<file path="src/rtl/binary_decoder_seq_if.sv">
// Bus bundle for binary_decoder_seq: enable, code handshake, decoded output,
// accept counter and the FSM state for observation.
// Handshake: a code transfers on the rising clk edge where in_valid and
// in_ready are both high. in_ready depends only on FSM state, en and reset,
// never on in_valid. The source holds code_in steady until that edge.
interface binary_decoder_seq_if #(
  parameter int IN_W = 2
) ();
  localparam int OUT_W = 2 ** IN_W;

  logic             en;
  logic [IN_W-1:0]  code_in;
  logic             in_valid;
  logic             in_ready;
  logic [OUT_W-1:0] dec_out;
  logic             out_valid;
  logic [7:0]       dec_count;
  logic [1:0]       dbg_state;

  modport slave (
    input  en, code_in, in_valid,
    output in_ready, dec_out, out_valid, dec_count, dbg_state
  );

  modport master (
    output en, code_in, in_valid,
    input  in_ready, dec_out, out_valid, dec_count, dbg_state
  );
endinterface

</file>
<file path="src/rtl/binary_decoder_seq.sv">
// Registered, handshaked N-to-2^N binary decoder. An accepted code is shown
// as a one-hot word for HOLD_CYCLES cycles, followed by GAP_CYCLES cycles of
// all-zero output, before the next code can be accepted. Dropping en while
// busy aborts back to IDLE.
module binary_decoder_seq #(
  parameter int IN_W        = 2,
  parameter int HOLD_CYCLES = 3,
  parameter int GAP_CYCLES  = 1
) (
  input  logic                 clk,
  input  logic                 rst_n,
  binary_decoder_seq_if.slave  bus
);
  localparam int OUT_W = 2 ** IN_W;

  // Counter reload values; the counter counts down to zero inside a phase.
  localparam logic [7:0] HOLD_LOAD = 8'(HOLD_CYCLES - 1);
  localparam logic [7:0] GAP_LOAD  = (GAP_CYCLES > 0) ? 8'(GAP_CYCLES - 1) : 8'd0;

  typedef enum logic [1:0] {
    ST_IDLE = 2'd0,
    ST_HOLD = 2'd1,
    ST_GAP  = 2'd2
  } state_t;

  state_t           state_q, state_d;
  logic [7:0]       cnt_q, cnt_d;
  logic [OUT_W-1:0] dec_q, dec_d;
  logic             valid_q, valid_d;
  logic [7:0]       count_q, count_d;
  logic             ready;
  logic             accept;

  // Ready is forced low during reset even though state already reads IDLE.
  assign ready  = rst_n && bus.en && (state_q == ST_IDLE);
  assign accept = ready && bus.in_valid;

  // Next-state and next-output logic for the IDLE / HOLD / GAP sequencer.
  always_comb begin
    state_d = state_q;
    cnt_d   = cnt_q;
    dec_d   = dec_q;
    valid_d = valid_q;
    count_d = count_q;
    case (state_q)
      ST_IDLE: begin
        dec_d   = '0;
        valid_d = 1'b0;
        if (accept) begin
          state_d = ST_HOLD;
          dec_d   = {{(OUT_W-1){1'b0}}, 1'b1} << bus.code_in;
          valid_d = 1'b1;
          cnt_d   = HOLD_LOAD;
          count_d = count_q + 8'd1;
        end
      end
      ST_HOLD: begin
        if (!bus.en) begin
          state_d = ST_IDLE;
          dec_d   = '0;
          valid_d = 1'b0;
          cnt_d   = 8'd0;
        end else if (cnt_q != 8'd0) begin
          cnt_d = cnt_q - 8'd1;
        end else begin
          dec_d   = '0;
          valid_d = 1'b0;
          if (GAP_CYCLES > 0) begin
            state_d = ST_GAP;
            cnt_d   = GAP_LOAD;
          end else begin
            state_d = ST_IDLE;
            cnt_d   = 8'd0;
          end
        end
      end
      ST_GAP: begin
        dec_d   = '0;
        valid_d = 1'b0;
        if (!bus.en) begin
          state_d = ST_IDLE;
          cnt_d   = 8'd0;
        end else if (cnt_q != 8'd0) begin
          cnt_d = cnt_q - 8'd1;
        end else begin
          state_d = ST_IDLE;
        end
      end
      default: begin
        state_d = ST_IDLE;
        dec_d   = '0;
        valid_d = 1'b0;
        cnt_d   = 8'd0;
      end
    endcase
  end

  // State, counters and registered outputs; reset clears everything at once.
  always_ff @(posedge clk or negedge rst_n) begin
    if (!rst_n) begin
      state_q <= ST_IDLE;
      cnt_q   <= 8'd0;
      dec_q   <= '0;
      valid_q <= 1'b0;
      count_q <= 8'd0;
    end else begin
      state_q <= state_d;
      cnt_q   <= cnt_d;
      dec_q   <= dec_d;
      valid_q <= valid_d;
      count_q <= count_d;
    end
  end

  assign bus.in_ready  = ready;
  assign bus.dec_out   = dec_q;
  assign bus.out_valid = valid_q;
  assign bus.dec_count = count_q;
  assign bus.dbg_state = state_q;
endmodule

</file>
<file path="src/flat_wrapper.sv">
// flat-port wrapper written by rule: the top's interface ports become plain ports
module binary_decoder_seq_flat 
#(
  parameter int IN_W        = 2,
  parameter int HOLD_CYCLES = 3,
  parameter int GAP_CYCLES  = 1
)
  (clk, rst_n, bus_en, bus_code_in, bus_in_valid, bus_in_ready, bus_dec_out, bus_out_valid, bus_dec_count, bus_dbg_state);
  binary_decoder_seq_if #(.IN_W(IN_W)) bus_i ();
  input  logic clk;
  input  logic rst_n;
  input wire logic [$bits(bus_i.en)-1:0] bus_en;
  input wire logic [$bits(bus_i.code_in)-1:0] bus_code_in;
  input wire logic [$bits(bus_i.in_valid)-1:0] bus_in_valid;
  output wire logic [$bits(bus_i.in_ready)-1:0] bus_in_ready;
  output wire logic [$bits(bus_i.dec_out)-1:0] bus_dec_out;
  output wire logic [$bits(bus_i.out_valid)-1:0] bus_out_valid;
  output wire logic [$bits(bus_i.dec_count)-1:0] bus_dec_count;
  output wire logic [$bits(bus_i.dbg_state)-1:0] bus_dbg_state;
  assign bus_i.en = bus_en;
  assign bus_i.code_in = bus_code_in;
  assign bus_i.in_valid = bus_in_valid;
  assign bus_in_ready = bus_i.in_ready;
  assign bus_dec_out = bus_i.dec_out;
  assign bus_out_valid = bus_i.out_valid;
  assign bus_dec_count = bus_i.dec_count;
  assign bus_dbg_state = bus_i.dbg_state;
  binary_decoder_seq #(.IN_W(IN_W), .HOLD_CYCLES(HOLD_CYCLES), .GAP_CYCLES(GAP_CYCLES)) u_core (.clk(clk), .rst_n(rst_n), .bus(bus_i));
endmodule
</file>
<file path="config.mk">
export PLATFORM = sky130hd
export DESIGN_NAME = binary_decoder_seq_flat
export DESIGN_NICKNAME = d
export VERILOG_FILES = /design/src/rtl/binary_decoder_seq_if.sv /design/src/rtl/binary_decoder_seq.sv /design/src/flat_wrapper.sv
export SDC_FILE = /design/constraint.sdc
export NUM_CORES = 1
export LEC_CHECK = 0
export CAP_MARGIN = 40
export CORE_MARGIN = 3
export CORE_UTILIZATION = 40
export CTS_BUF_LIST = sky130_fd_sc_hd__clkbuf_4
export DETAILED_ROUTE_END_ITERATION = 10
export MAX_ROUTING_LAYER = met4
export PLACE_DENSITY = 0.64
export SLEW_MARGIN = 30
export SYNTH_ARGS = -nofsm -noshare
export SYNTH_HDL_FRONTEND = slang
export SYNTH_SLANG_ARGS = --single-unit
</file>
<file path="constraint.sdc">
create_clock -name clk -period 1.6 [get_ports clk]
set_input_delay 0.32 -clock clk [delete_from_list [all_inputs] [get_ports clk]]
set_output_delay 0.32 -clock clk [all_outputs]
set_load 0.05 [all_outputs]
</file>
* Yosys cells after proc, flatten, opt, wreduce, memory -nomap -nowiden *
Index checks and enable logic that the tools add are counted.

word-level totals
  input port bits = 6
  register bits after elaboration = 23
  word-level logic and storage cells = 42

cells by class
  muxes and demuxes = 20
  equal/unequal tests = 6
  reductions and logical operators = 8
  shift-type cells = 1
  add/subtract/negate cells = 2

operators with widths
  operator             count
  $mux 8               5
  $pmux 8 s3           1
  $mux 4               3
  $mux 2               5
  $add 8x1->8 const B  1
  $pmux 4 s2           1
  $reduce_bool 8->1    1
  $sub 8x1->8 const B  1
  $ne 3x3->1 const B   2
  $pmux 2 s3           1
  $reduce_and 2->1     2
  $shl 1x2->4 const A  1
  $logic_and 1x1->1    3
  $mux 1               3
  $ne 3x2->1 const B   1
  $reduce_and 3->1     1
  $eq 2x1->1 const B   1
  $eq 2x2->1 const B   1
  $logic_not 2->1      1
  $ne 2x1->1 const B   1
  $pmux 1 s2           1

* Logic depth before layout (Yosys ltp) *
  depth after elaboration = 5
  depth in mapped cells = 7
  gate-level depth less buffers = 6

* Least setup slack after synthesis *
OpenSTA, ideal clock, no wires.

  path kind = register to output
  start = register u_core.state_q[1], in the netlist u_core.bus.dbg_state[1]
  end = output port bus_in_ready
  setup slack = -0.850 ns
  cell stages (with the launch flop) = 4
  data required time = 1.280 ns
  arrival = 2.130 ns
  path through = dfrtp_1 buf_6 nand2b_4 nor3b_1

on the way
  longest elaborated chain between the ends = 2

RTL lines
  element                   RTL line                   RTL
  start: declaration        binary_decoder_seq.sv:26   state_t state_q, state_d;
  start signal: assignment  binary_decoder_seq.sv:107  state_q <= state_d;
  $logic_not 2->1           binary_decoder_seq.sv:35   assign ready = rst_n && bus.en && (state_q == ST_IDLE);
  $logic_and 1x1->1         binary_decoder_seq.sv:35
  end: declaration          flat_wrapper.sv:15         output wire logic [$bits(bus_i.in_ready)-1:0] bus_in_ready;

No other way between the ends.

* Final worst setup path *
Ends and elaborated chain as after synthesis.

==> results.py <==
metrics = {
    "pwr": {
        "intPower_mw": 1.62,
        "p_per_area_nw_per_um2": 1520,
        "p_seq_share_pct": 33.6,
        "clock_power_share_pct": 10.4,
        "p_sw_mw": 1.19,
        "p_comb_share_pct": 55.9,
        "p_leak_nw": 0.830,
        "switching_share_pct": 42.3,
        "ir_worst_vdd_mv": 0.738,
    },
    "layout": {
        "syn_to_final_growth_pct": 49.4,
        "antenna_cells": 0,
        "nets": 172,
        "final_common_cell": "buf_4",
        "instances_no_fill": 193,
        "num-fill-cells": 220,
        "fin_util_pct": 64.9,
        "drive_above_1_share_pct": 43.8,
        "mostFrequentLayoutCells": "buf_4 (30), dfrtp_1 (20), buf_12 (11)",
    },
    "setup_path": {
        "crit_arrival_ps": 1310,
        "slowest_stage": "dfrtp_2",
        "worst_setup_path_end_kind": "output pin",
        "cpPeakStageDelay_ps": 440,
        "cp-startpoint": "u_core.bus.dbg_state[1]",
        "crit_type": "register to output pin",
        "path_cells": "nand2b_4 > nor3b_4 > buf_12",
        "path_delay_family": "flip-flops",
        "cp_num_buf_inv": 1,
        "path_max_fanout": 3,
        "r2r_start": "u_core.cnt_q[0]",
        "cp-start-kind": "register",
        "critical_path_required_ps": 1280,
    },
    "synth": {
        "syn_nets": 123,
        "yosysSeqAreaShare_pct": 46.5,
        "synth_area_sq_um": 1240,
        "synthCells": 114,
        "synth-seq-cells": 23,
        "yosys.cell_types.count": 38,
        "yosys_warnings": 0,
        "avgSynthCellArea_sq_um": 10.9,
    },
    "clocking": {
        "cts_tree": "yes",
        "clock-sinks": 23,
        "clk_pin_slew_ps": 130,
        "cts_buffers": 3,
        "ctsHtreeMaxLevel": 1,
        "clk_latency_ps": 310,
        "cts_buffer_depth": 2,
        "ctsRootBufferMaster": "clkbuf_4",
    },
    "sta": {
        "hold_viol_final": 0,
        "max_freq_ghz": 0.613,
        "rsz0062_at_grt": "yes",
        "worst_slack_ps": -32.6,
        "finalCritPeriodShare_pct": 102,
        "fin_crit_ps": 1630,
        "skew_ps": 4.94,
        "drv_slew": 0,
        "max-slew-margin-rel_pct": 66.3,
        "setup_violations": 3,
        "tightest_slew_ps": 503,
    },
    "route": {
        "wirelength_um": 2990,
        "drc": 0,
        "ant_nets": 0,
        "drt_first_iter_violations": 65,
        "vias_per_cell": 5.62,
        "first_pass_iters": 4,
        "wl_per_cell_um": 15.5,
        "num_vias": 1084,
    },
    "die": {
        "io_pins": 22,
        "die_w_um": 61.7,
        "die_h_um": 61.7,
        "coreArea_sq_um": 2850,
        "start_util_pct": 43.4,
        "row_count": 19,
        "die_area_sq_um": 3800,
    },
    "global_routing": {
        "grt_overflow": 0,
        "grt_pass1_vias": 1013,
        "grt_max_degree": 14,
        "grt_pass1_wl_um": 4750,
        "grt_util_all_layers_pct": 17.9,
        "antenna_found_initial": 0,
    },
    "placement": {
        "gp_congestion": 0.781,
        "place_ws_ps": -395,
        "post-dp-hpwl_um": 2230,
        "placedCellCount": 183,
        "portBuffers": 21,
    },
    "outcome": {
        "violations": "setup timing",
        "status": "finished with violations",
    },
    "worst_hold_path": {
        "hold_path_class": "input port to asynchronous set/reset pin",
    },
    "run": {
        "cap_violations": 0,
    },
}
-- metrics by stage --
stage               instance area (sq um)  TNS [ps]  hold slack (ps)  total power, mW
finish                               1850     -42.6              142             2.81
global route                         1850      -572              139             2.98
CTS                                  1780     -49.7              140             2.70
detailed placement                   1720     -5320              472             2.36
global placement                     1720     -4800              463             2.31
floorplan                            1260      -196             24.4             1.70
-- area by class of cell --
class                      instances  area [sq um]  share of cell area [%]
clock buffer                       4          30.0                    1.62
multi-input combinational         82           677                    36.6
inverter                           6          22.5                    1.22
timing repair buffer              47           503                    27.2
tap                               31          38.8                    2.10
sequential                        23           579                    31.3
-- final timing paths --
path,endpoint,slack (ps),depth (start not counted)
min in group clk,u_core.bus.out_valid,510,1
setup reg to reg,u_core.cnt_q[2],-10,6
hold / removal,u_core.cnt_q[1],140,2
hold reg to reg,u_core.bus.out_valid,510,1
max in group asynchronous,u_core.cnt_q[7],1210,3
setup / recovery,bus_in_ready,-30,3
-- cell usage after synthesis (all sizes together) --
cell type | n | share of area, %
a211oi | 2 | 1.6
a21o | 1 | 0.61
a21oi | 8 | 3.5
a2bb2oi | 1 | 0.71
a311o | 1 | 0.81
a311oi | 1 | 0.71
a32o | 4 | 3.2
and2 | 1 | 0.51
and3 | 2 | 1.0
and4 | 1 | 0.91
buf | 4 | 3.3
dfrtp | 23 | 46
ha | 3 | 3.0
inv | 6 | 1.8
mux2 | 1 | 0.91
nand2 | 4 | 1.2
nand2b | 1 | 1.1
nand3 | 7 | 2.8
nand4 | 4 | 2.0
nor2 | 4 | 1.2
nor2b | 1 | 1.1
nor3 | 5 | 3.3
nor3b | 2 | 1.2
nor4 | 2 | 2.7
o21a | 2 | 1.2
o21ai | 7 | 2.8
o2bb2ai | 1 | 0.71
or3 | 6 | 3.0
or4 | 1 | 0.61
xnor2 | 5 | 3.5
xor2 | 3 | 2.1
-- cells by family after synthesis --
logic type,count (synthesis),synth area share (%)
compound gates,28,16.0
xor+xnor,8,5.66
fa+ha+maj,3,3.03
buf+inv,10,5.15
flops,23,46.5
mux,1,0.909
simple gates,41,22.8
-- routing by layer --
metal / share of wire [%] / GRT usage, % / vias to the layer above / routed length [um]
met5: 0 / - / - / 0
met4: 1.0 / 4.24 / 0 / 30
met3: 5.1 / 5.45 / 4 / 154
met2: 50 / 27.2 / 35 / 1510
met1: 44 / 23.3 / 520 / 1300
li1: - / - / 525 / -
-- timing repair --
item | 4_1_cts | 5_1_grt
hold endpoints to repair | 0 | 0
gates resized for setup | 5 | 11
gates cloned | 0 | 1
setup buffers | 2 | 3
pin swaps | 2 | 5
setup endpoints to repair | 8 | 13
hold buffers | 0 | 0
-- power by group through the flow --
stage | logic [mW] | registers, mW | clock network, mW
global route | 1.68 | 0.968 | 0.332
CTS | 1.45 | 0.942 | 0.303
finish | 1.57 | 0.947 | 0.293
floorplan | 0.579 | 1.12 | 0
detailed placement | 1.41 | 0.953 | 0
global placement | 1.37 | 0.939 | 0
-- worst register-to-register path, stage by stage, from the launching register on --
cell and delay [ps]:
dfrtp_1 380, inv_2 60, ha_4 150, nor3b_4 160
and4_2 250, or3_1 390, a21oi_2 150
-- state kept, by name, indices dropped and copies added, names as in the netlist --
signal and count:
u_core.bus.dbg_state 2, u_core.bus.out_valid 1, u_core.bus.dec_count 8, u_core.cnt_q 8, u_core.bus.dec_out 4
Note: power is estimated with default switching activity, not from simulation.
==> patch (same flow settings) <==
`IN_W` is set to 2 in 3 places; all go to 3.
--- a/src/rtl/binary_decoder_seq_if.sv
+++ b/src/rtl/binary_decoder_seq_if.sv
@@ -5,5 +5,5 @@
 // never on in_valid. The source holds code_in steady until that edge.
 interface binary_decoder_seq_if #(
-  parameter int IN_W = 2
+  parameter int IN_W = 3
 ) ();
   localparam int OUT_W = 2 ** IN_W;
--- a/src/rtl/binary_decoder_seq.sv
+++ b/src/rtl/binary_decoder_seq.sv
@@ -4,5 +4,5 @@
 // busy aborts back to IDLE.
 module binary_decoder_seq #(
-  parameter int IN_W        = 2,
+  parameter int IN_W        = 3,
   parameter int HOLD_CYCLES = 3,
   parameter int GAP_CYCLES  = 1
--- a/src/flat_wrapper.sv
+++ b/src/flat_wrapper.sv
@@ -2,5 +2,5 @@
 module binary_decoder_seq_flat 
 #(
-  parameter int IN_W        = 2,
+  parameter int IN_W        = 3,
   parameter int HOLD_CYCLES = 3,
   parameter int GAP_CYCLES  = 1
Ports: changed (resized bus_code_in and bus_dec_out); port bits go from 22 to 27. No check against the original RTL was run, so the function may have changed too.
==> patch against the original RTL <==
The run still ends with setup timing left; critical path type unchanged; largest cell class unchanged; highest routed layer unchanged; combinational power is 41% higher; worst setup slack worse by 0.072 ns; area after synthesis is 7.9% higher; sequential cell count is 4 higher; cell count is 18% higher; fmax is 4.2% lower; cell area is 17% higher; routed wire length is 21% higher; sequential power is 12% higher; total power is 28% higher; critical endpoint unchanged; critical path depth is 1 higher.
==> patch: results (changes against the original RTL) <==
Status
  – Status: finished with violations (unchanged)
  – Failing checks: setup timing (unchanged)

Setup path
  – R2R cell count: 7 (was 6)
  – Max stage delay on crit path: 0.47 ns (was 0.44 ns)
  – Max FO, Critical Path: 4 (was 3)

Detailed routing
  – Met3 Routed Length: 126 µm (was 154 µm)
  – DR WL/cell: 15.94 µm (was 15.51 µm)
  – Post-Route M1 WL: 1617 µm (was 1304 µm)
  – DR vias/cell: 5.439 (was 5.617)
  – Initial DRC count: 64 (was 65)

Power
  – Clk. pwr: 0.319 mW (was 0.293 mW)
  – PD cells: 1669 nW/µm² (was 1520 nW/µm²)
  – Maximum vdd drop: 1066 µV (was 738.3 µV)
  – Switch share: 42.11% (was 42.28%)

Global route
  – First-pass GRT wire length: 6334 µm (was 4754 µm)
  – GRT Overall Usage: 20.00% (was 17.88%)
  – Vias in the first global route: 1318 (was 1013)

Layout
  – Share of cells above drive strength 1: 47.28% (was 43.83%)
  – Seq/total area: 31.44% (was 31.31%)
  – Clock-cell share: 1.392% (was 1.623%)
  – Repair and plain buffers: 60 (was 47)
  – Inverters: 5 (was 6)
  – Fill cells: 248 (was 220)

Timing
  – Final-report setup violation count: 12 (was 3)
  – Worst clock skew: 0.005428 ns (was 0.004939 ns)
  – Slew HR: 71.96% (was 66.27%)
  – Worst setup margin: -0.1047 ns (was -0.03256 ns)
  – Fin Hold WS: 0.1699 ns (was 0.1418 ns)

Yosys
  – Number of unique standard cell types used by synthesis: 41 (was 38)
  – Synthesized Nets: 132 (was 123)
  – Top area cells in the synthesized netlist: dfrtp_1 51%, a32o_1 3.7%, xnor2_1 3.3% (was dfrtp_1 46%, xnor2_1 3.5%, a32o_1 3.2%)

Place
  – DP Area: 1934 µm² (was 1724 µm²)
  – Pre-CTS WS: -0.4567 ns (was -0.3946 ns)

Die
  – Core Region: 3128 µm² (was 2853 µm²)

Clocking
  – Clock Sink Count: 27 (was 23)
==> patch: cell count changes after synthesis, moves of 3 or more <==
cell	change
dfrtp_1	+4
a22o_1	+3
nor2b_1	+3
nand3_1	-4
nand2_1	+4
==> patch: stage by stage <==
stage / utilization [%] / instances
after global placement: 61.84 / 216
final: 68.96 / 228
after global routing: 68.96 / 228
after detailed placement: 61.84 / 216
after floorplan: - / 122
after CTS: 67.48 / 228
==> patch: metal layers <==
layer,track usage (%),vias to the layer above
met4,4.582,0
met2,31.61,32
met1,27.01,623
met3,3.339,4
met5,-,-
li1,-,581
==> patch: logic make-up after synthesis <==
logic type | count (synthesis) | share of synthesized area, %
AOI/OAI and AO/OA | 30 | 17.14
adders and majority gates | 3 | 2.809
DFF | 27 | 50.56
buffers and inverters | 8 | 2.996
and+or+nand+nor | 45 | 20.23
muxes | 2 | 1.685
xor gates and xnor gates | 7 | 4.588
